--- config.mk ---
export PLATFORM = sky130hd
export DESIGN_NAME = cu_fsm_mc
export DESIGN_NICKNAME = d
export VERILOG_FILES = /design/src/rtl/cu_fsm_mc.sv
export SDC_FILE = /design/constraint.sdc
export NUM_CORES = 1
export LEC_CHECK = 0
export ABC_AREA = 1
export CAP_MARGIN = 20
export CORE_MARGIN = 5
export CORE_UTILIZATION = 30
export CTS_CLUSTER_DIAMETER = 200
export DETAILED_ROUTE_END_ITERATION = 7
export SLEW_MARGIN = 25
export SYNTH_ARGS = -nofsm -noshare
export SYNTH_HDL_FRONTEND = slang
export SYNTH_SLANG_ARGS = --single-unit
--- constraint.sdc ---
create_clock -name CLK -period 4.3 [get_ports CLK]
set_input_delay 0.645 -clock CLK [delete_from_list [all_inputs] [get_ports CLK]]
set_output_delay 0.645 -clock CLK [all_outputs]
set_load 0.02 [all_outputs]
--- src/rtl/cu_fsm_mc.sv ---
// Multi-cycle RV32I control unit: sequences fetch/decode/execute/mem/writeback
// over a req/ack memory port and funnels illegal opcodes, timeouts and interrupts into one TRAP state.
module cu_fsm_mc #(
  parameter int MEM_TIMEOUT = 15,
  parameter bit INTR_EN     = 1'b1
) (
  input  logic       CLK,
  input  logic       RST_N,
  input  logic [6:0] opcode,
  input  logic       br_taken,
  input  logic       mem_ack,
  input  logic       intr,
  output logic       ir_write,
  output logic       pc_write,
  output logic       reg_write,
  output logic       mem_req,
  output logic       mem_we,
  output logic       mem_sel_data,
  output logic [2:0] imm_sel,
  output logic [1:0] pc_sel,
  output logic [1:0] rf_wr_sel,
  output logic [1:0] trap_cause,
  output logic [2:0] state_o
);

  typedef enum logic [2:0] {
    S_FETCH  = 3'd0,
    S_DECODE = 3'd1,
    S_EXEC   = 3'd2,
    S_MEM    = 3'd3,
    S_WB     = 3'd4,
    S_TRAP   = 3'd5
  } state_t;

  localparam logic [6:0] OP_LUI    = 7'b0110111;
  localparam logic [6:0] OP_AUIPC  = 7'b0010111;
  localparam logic [6:0] OP_JAL    = 7'b1101111;
  localparam logic [6:0] OP_JALR   = 7'b1100111;
  localparam logic [6:0] OP_BRANCH = 7'b1100011;
  localparam logic [6:0] OP_LOAD   = 7'b0000011;
  localparam logic [6:0] OP_STORE  = 7'b0100011;
  localparam logic [6:0] OP_IMM    = 7'b0010011;
  localparam logic [6:0] OP_OP     = 7'b0110011;

  localparam logic [7:0] CNT_LAST = 8'(MEM_TIMEOUT - 1);

  state_t     r_state;
  logic [7:0] r_cnt;
  logic [1:0] r_cause;

  state_t     w_nstate;
  logic [1:0] w_ncause;
  logic       w_legal, w_retire, w_cnt_last;
  logic       w_irw, w_pcw, w_rw, w_mreq, w_mwe, w_msel;
  logic [1:0] w_pcs, w_rfs;
  logic [2:0] w_imm;

  assign w_cnt_last = (r_cnt == CNT_LAST);

  always_comb begin
    w_legal = 1'b1;
    w_imm   = 3'd0;
    w_rfs   = 2'd0;
    case (opcode)
      OP_LUI:    begin w_imm = 3'd3; w_rfs = 2'd3; end
      OP_AUIPC:  begin w_imm = 3'd3; w_rfs = 2'd1; end
      OP_JAL:    begin w_imm = 3'd4; w_rfs = 2'd0; end
      OP_JALR:   begin w_imm = 3'd0; w_rfs = 2'd0; end
      OP_BRANCH: w_imm = 3'd2;
      OP_LOAD:   begin w_imm = 3'd0; w_rfs = 2'd2; end
      OP_STORE:  w_imm = 3'd1;
      OP_IMM:    begin w_imm = 3'd0; w_rfs = 2'd1; end
      OP_OP:     w_rfs = 2'd1;
      default:   w_legal = 1'b0;
    endcase
  end

  always_comb begin
    w_nstate = r_state;
    w_ncause = r_cause;
    w_retire = 1'b0;
    w_irw    = 1'b0;
    w_pcw    = 1'b0;
    w_rw     = 1'b0;
    w_mreq   = 1'b0;
    w_mwe    = 1'b0;
    w_msel   = 1'b0;
    w_pcs    = 2'd0;
    case (r_state)
      S_FETCH: begin
        w_mreq = 1'b1;
        if (mem_ack) begin
          w_irw    = 1'b1;
          w_nstate = S_DECODE;
        end else if (w_cnt_last) begin
          w_nstate = S_TRAP;
          w_ncause = 2'd2;
        end
      end
      S_DECODE: begin
        if (w_legal) begin
          w_nstate = S_EXEC;
        end else begin
          w_nstate = S_TRAP;
          w_ncause = 2'd1;
        end
      end
      S_EXEC: begin
        if (opcode == OP_LOAD || opcode == OP_STORE) begin
          w_nstate = S_MEM;
        end else begin
          w_pcw    = 1'b1;
          w_rw     = (opcode != OP_BRANCH);
          w_retire = 1'b1;
          if (opcode == OP_JAL)
            w_pcs = 2'd1;
          else if (opcode == OP_JALR)
            w_pcs = 2'd2;
          else if (opcode == OP_BRANCH && br_taken)
            w_pcs = 2'd1;
        end
      end
      S_MEM: begin
        w_mreq = 1'b1;
        w_msel = 1'b1;
        w_mwe  = (opcode == OP_STORE);
        // Ack beats the timeout when both land in the same cycle.
        if (mem_ack) begin
          if (opcode == OP_LOAD) begin
            w_nstate = S_WB;
          end else begin
            w_pcw    = 1'b1;
            w_retire = 1'b1;
          end
        end else if (w_cnt_last) begin
          w_nstate = S_TRAP;
          w_ncause = 2'd2;
        end
      end
      S_WB: begin
        w_rw     = 1'b1;
        w_pcw    = 1'b1;
        w_retire = 1'b1;
      end
      S_TRAP: begin
        w_pcw    = 1'b1;
        w_pcs    = 2'd3;
        w_nstate = S_FETCH;
      end
      default: w_nstate = S_FETCH;
    endcase
    if (w_retire) begin
      if (INTR_EN && intr) begin
        w_nstate = S_TRAP;
        w_ncause = 2'd3;
      end else begin
        w_nstate = S_FETCH;
      end
    end
  end

  always_ff @(posedge CLK or negedge RST_N) begin
    if (!RST_N) begin
      r_state <= S_FETCH;
      r_cnt   <= '0;
      r_cause <= 2'd0;
    end else begin
      r_state <= w_nstate;
      r_cause <= w_ncause;
      if (w_nstate != r_state)
        r_cnt <= '0;
      else if (w_mreq && !mem_ack)
        r_cnt <= r_cnt + 8'd1;
    end
  end

  // Strobes are gated by reset so an in-flight request drops asynchronously.
  assign ir_write     = w_irw  & RST_N;
  assign pc_write     = w_pcw  & RST_N;
  assign reg_write    = w_rw   & RST_N;
  assign mem_req      = w_mreq & RST_N;
  assign mem_we       = w_mwe  & RST_N;
  assign mem_sel_data = w_msel;
  assign imm_sel      = w_imm;
  assign pc_sel       = w_pcs;
  assign rf_wr_sel    = (r_state == S_WB) ? 2'd2 : w_rfs;
  assign trap_cause   = r_cause;
  assign state_o      = r_state;

endmodule
==> results <==
- The TritonCTS sink count is 13.
- Across the run, the number of max-cap violations was 0.
- The classification of the worst-slack hold path is flop to flop.
- Setup total negative slack on the finished layout was measured at 0 ns.
- The final clock skew is 0.007023 ns.
- The largest stage delay on the critical path is 0.62 ns.
- The total routing usage reported by global routing is 11.13%.
- The layout has 375 filler cells.
- Setup repair after global routing left no endpoint under its margin.
- The number of distinct library cell variants in the gate-level netlist after synthesis is 26.
- In the layout the commonest cells are sky130_fd_sc_hd__nand2_1, sky130_fd_sc_hd__clkdlybuf4s50_1, sky130_fd_sc_hd__nand3_1.
- Once detail routing completed, the nets flagged for antenna violations numbered 0.
- TritonCTS built the clock tree.
- Counting both buffers and inverters, the worst setup path holds a total of 3.
- The initial cell density of the core is 30.57%.
- The clock transition at the register clock pins on the worst setup and hold paths after CTS is 0.06 ns.
- The cell with the largest stage delay on the worst path is sky130_fd_sc_hd__clkdlybuf4s50_1.
- The run finished with clean final reports.
- Summing every instance area after synthesis gives 1102 um^2.
- The y dimension of the die is 70.62 um.
- The number of nets in the final layout is 198.
- The floorplan has 22 rows.
- Yosys printed 0 warnings.
- The initial antenna violation count came to 0.
- The relative slew slack is 76.96%.
- The power consumption is 0.7206 mW.
- The quantity of I/O buffers inserted on ports is 29.
- The final period demand of the worst path is 3.139 ns.
- The global-route wire length before repair is 4616 um.
- The final cell utilization of the core is 41.78%.
- The largest net degree at the start of global routing is 15.
- The classification of the worst setup path is input port to output pin.
- The dominant cell type by count on the critical path is sky130_fd_sc_hd__clkdlybuf4s50_1.
- The power per cell area is 478.4 nW/um^2.
- The iteration-0 DRC count of the detailed router is 70.
- The area added between synthesis and finish is 36.66%.
- In this run the horizontal extent of the chip is 70.62 um.
- The critical path goes through clkdlybuf4s50_1 -> inv_2 -> nand2_1 -> nor2_1 -> nand2_2 -> nand2_4 -> nor2_8 -> nor2_4 -> a21oi_1 -> clkdlybuf4s50_1.
- Across all register-to-register paths, the minimum setup slack is 2.43 ns.
- The wire length per cell after detailed routing is 11.36 um.
- Each instance of the synthesized netlist takes up on average 7.398 um^2.
- The part of the Yosys area used for sequential elements is 29.51%.
- In this design, the largest share of critical-path delay is due to buffers and inverters.
- The startpoint identified for the worst hold timing path is trap_cause[1]$_DFF_PN0_.
- Setup violations remaining at the end of the flow were counted as 0.
- Of all nets on the critical path, the largest fanout is 4.
- The number of antenna diodes in the final layout is 0.
- In this run the number of H-tree levels came out at 1.
- The tree is rooted in a sky130_fd_sc_hd__clkbuf_8.
- Summing over every cut layer, the via total after detailed routing is 1042.
- At the pin with the least slew margin, the transition time is 0.3449 ns.
- Of the available clock period, the critical path in the final layout requires 72.99%.
- Of the cells placed in the final design, the portion with a size suffix greater than 1 is 25.14%.
- The number of pins exceeding their max-slew limit in the final report is 0.
- The worst hold path was traced through 2 stages.
- The number of hold violations in the final report is 0.
- The number of nets produced by synthesis is 163.
- For the worst setup path, the data arrival time is 2.49 ns.
- For this run, design rule violations remaining after detail routing come to 0.
- STA puts the critical path data required time at 3.65 ns.
- The number of gates given a new drive strength after cts is 0.
- The endpoint of the lowest-slack register-to-register path is r_cnt[7]$_DFFE_PN0P_.
- The final wirelength is 2625 um.
- The total CTS buffers is 3.
- The count of TritonRoute iterations in the first routing pass is 6.
- The worst-skew pair later-pin latency is 0.25 ns.
- The cell count after synthesis came out at 149.
- Buffers inserted to repair hold after CTS numbered 0.
- The floorplan die area is 4986 um^2.
- The leakage power summed over all cells is 0.7009 nW.
- The worst flop-to-flop path startpoint is r_cnt[0]$_DFFE_PN0P_.
- The via count of the first global-routing pass was 1036.
- The peak clock frequency supported by timing is 318.6 MHz.
- The last weighted congestion value of the routability-driven placer is 0.8604.
- The worst hold path terminates at trap_cause[1]$_DFF_PN0_.
- Across the VDD grid, the largest voltage drop is 166.6 uV.
- After clock tree synthesis, the setup repair step added 0 buffers.
- The placeable core area is 3606 um^2.
- The HPWL after detailed placement is 2177 um.
- The total overflow left after global routing is 0.
- The critical path capture point type is an output pin.
- The synthesized design contains 13 register bits.
- The top-level I/O count is 30.
- Counting cells, the worst reg-to-reg path comes to 13.
- In this run the deepest clock path goes through 2 buffers.
- The startpoint class of the critical path is an input port.
- The most common cell after layout, fill and taps aside is sky130_fd_sc_hd__nand2_1.
- After detailed routing, the number of vias per cell comes to 4.511.
==> report_power, final <==
part           total, mW  switching [mW]  internal, mW
clock              0.110          0.0461        0.0640
combinational      0.432           0.265         0.167
sequential         0.179          0.0337         0.145
==> cell families (layout without fill, tap and decap cells) <==
| family | after synthesis | in the layout | share of synthesized area (%) |
|---|---|---|---|
| compound gates | 9 | 9 | 6.129 |
| buf+inv | 19 | 53 | 6.470 |
| flops | 13 | 13 | 29.51 |
| simple gates | 100 | 100 | 50.85 |
| fa+ha+maj | 2 | 2 | 2.270 |
| xor+xnor | 6 | 6 | 4.767 |
==> metrics by stage <==
stage               setup slack, ns  area (um^2)  hold slack (ns)  instances
finish                        1.161         1506           0.4852        231
global route                  1.049         1506           0.5240        231
CTS                           1.133         1506           0.4870        231
detailed placement            1.131         1460           0.4726        227
global placement              1.176         1460           0.4707        227
floorplan                     2.139         1102           0.3494        149
==> layer usage <==
metal	routed length [um]	global-route usage (%)
met5	0	0
met4	16	1.879
met3	114	2.699
met2	1290	18.81
met1	1203	14.69
==> sequential cells by signal (all words and copies together) (netlist names) <==
register / cells
trap_cause: 2
r_cnt: 8
state_o: 3
==> synth_stat cells <==
master	instances	area, um^2
sky130_fd_sc_hd__nand2_2	12	75.07
sky130_fd_sc_hd__o21ai_0	3	15.01
sky130_fd_sc_hd__xor2_1	4	35.03
sky130_fd_sc_hd__nor2_2	11	68.82
sky130_fd_sc_hd__and2_1	1	6.260
sky130_fd_sc_hd__a21boi_2	1	11.26
sky130_fd_sc_hd__xnor2_1	2	17.52
sky130_fd_sc_hd__nand3_1	15	75.07
sky130_fd_sc_hd__inv_1	14	52.55
sky130_fd_sc_hd__nand3_2	3	30.03
sky130_fd_sc_hd__nor2_8	1	20.02
sky130_fd_sc_hd__nor2_1	10	37.54
sky130_fd_sc_hd__nor3_2	1	10.01
sky130_fd_sc_hd__nor2_4	3	33.78
sky130_fd_sc_hd__nand4_1	2	12.51
sky130_fd_sc_hd__nor3b_1	1	7.510
sky130_fd_sc_hd__nor3_1	4	20.02
sky130_fd_sc_hd__ha_1	2	25.02
sky130_fd_sc_hd__nand2_1	33	123.9
sky130_fd_sc_hd__nand3_4	1	17.52
sky130_fd_sc_hd__o21ai_4	1	16.27
sky130_fd_sc_hd__nand2_4	2	22.52
sky130_fd_sc_hd__inv_2	5	18.77
sky130_fd_sc_hd__a21oi_1	3	15.01
sky130_fd_sc_hd__dfrtp_1	13	325.3
sky130_fd_sc_hd__o211a_1	1	10.01
==> layout make-up <==
type	instances	area (um^2)	share of cell area (%)
Clock buffer	3	41.29	2.741
Timing Repair Buffer	30	297.8	19.77
Inverter	19	71.32	4.734
Clock inverter	1	5.005	0.3322
Tap cell	48	60.06	3.987
Multi-Input combinational cell	117	705.7	46.84
Sequential cell	13	325.3	21.59
==> worst max-delay path by stage <==
stage / start / end / slack (ns) / depth (start not counted)
floorplan: opcode[1] / pc_write / 2.14 / 7
global placement: opcode[4] / pc_write / 1.18 / 10
detailed placement: opcode[4] / pc_write / 1.13 / 10
CTS: opcode[4] / pc_write / 1.13 / 10
global route: opcode[2] / pc_write / 1.05 / 10
finish: opcode[4] / pc_write / 1.16 / 10
==> worst min-delay path, delay by kind of cell, from the launching register on <==
kind / cells / cell delay (ns)
flip-flops: 1 / 0.34
AND/OR/NAND/NOR: 2 / 0.11
Power figures use the tool's default switching activity.
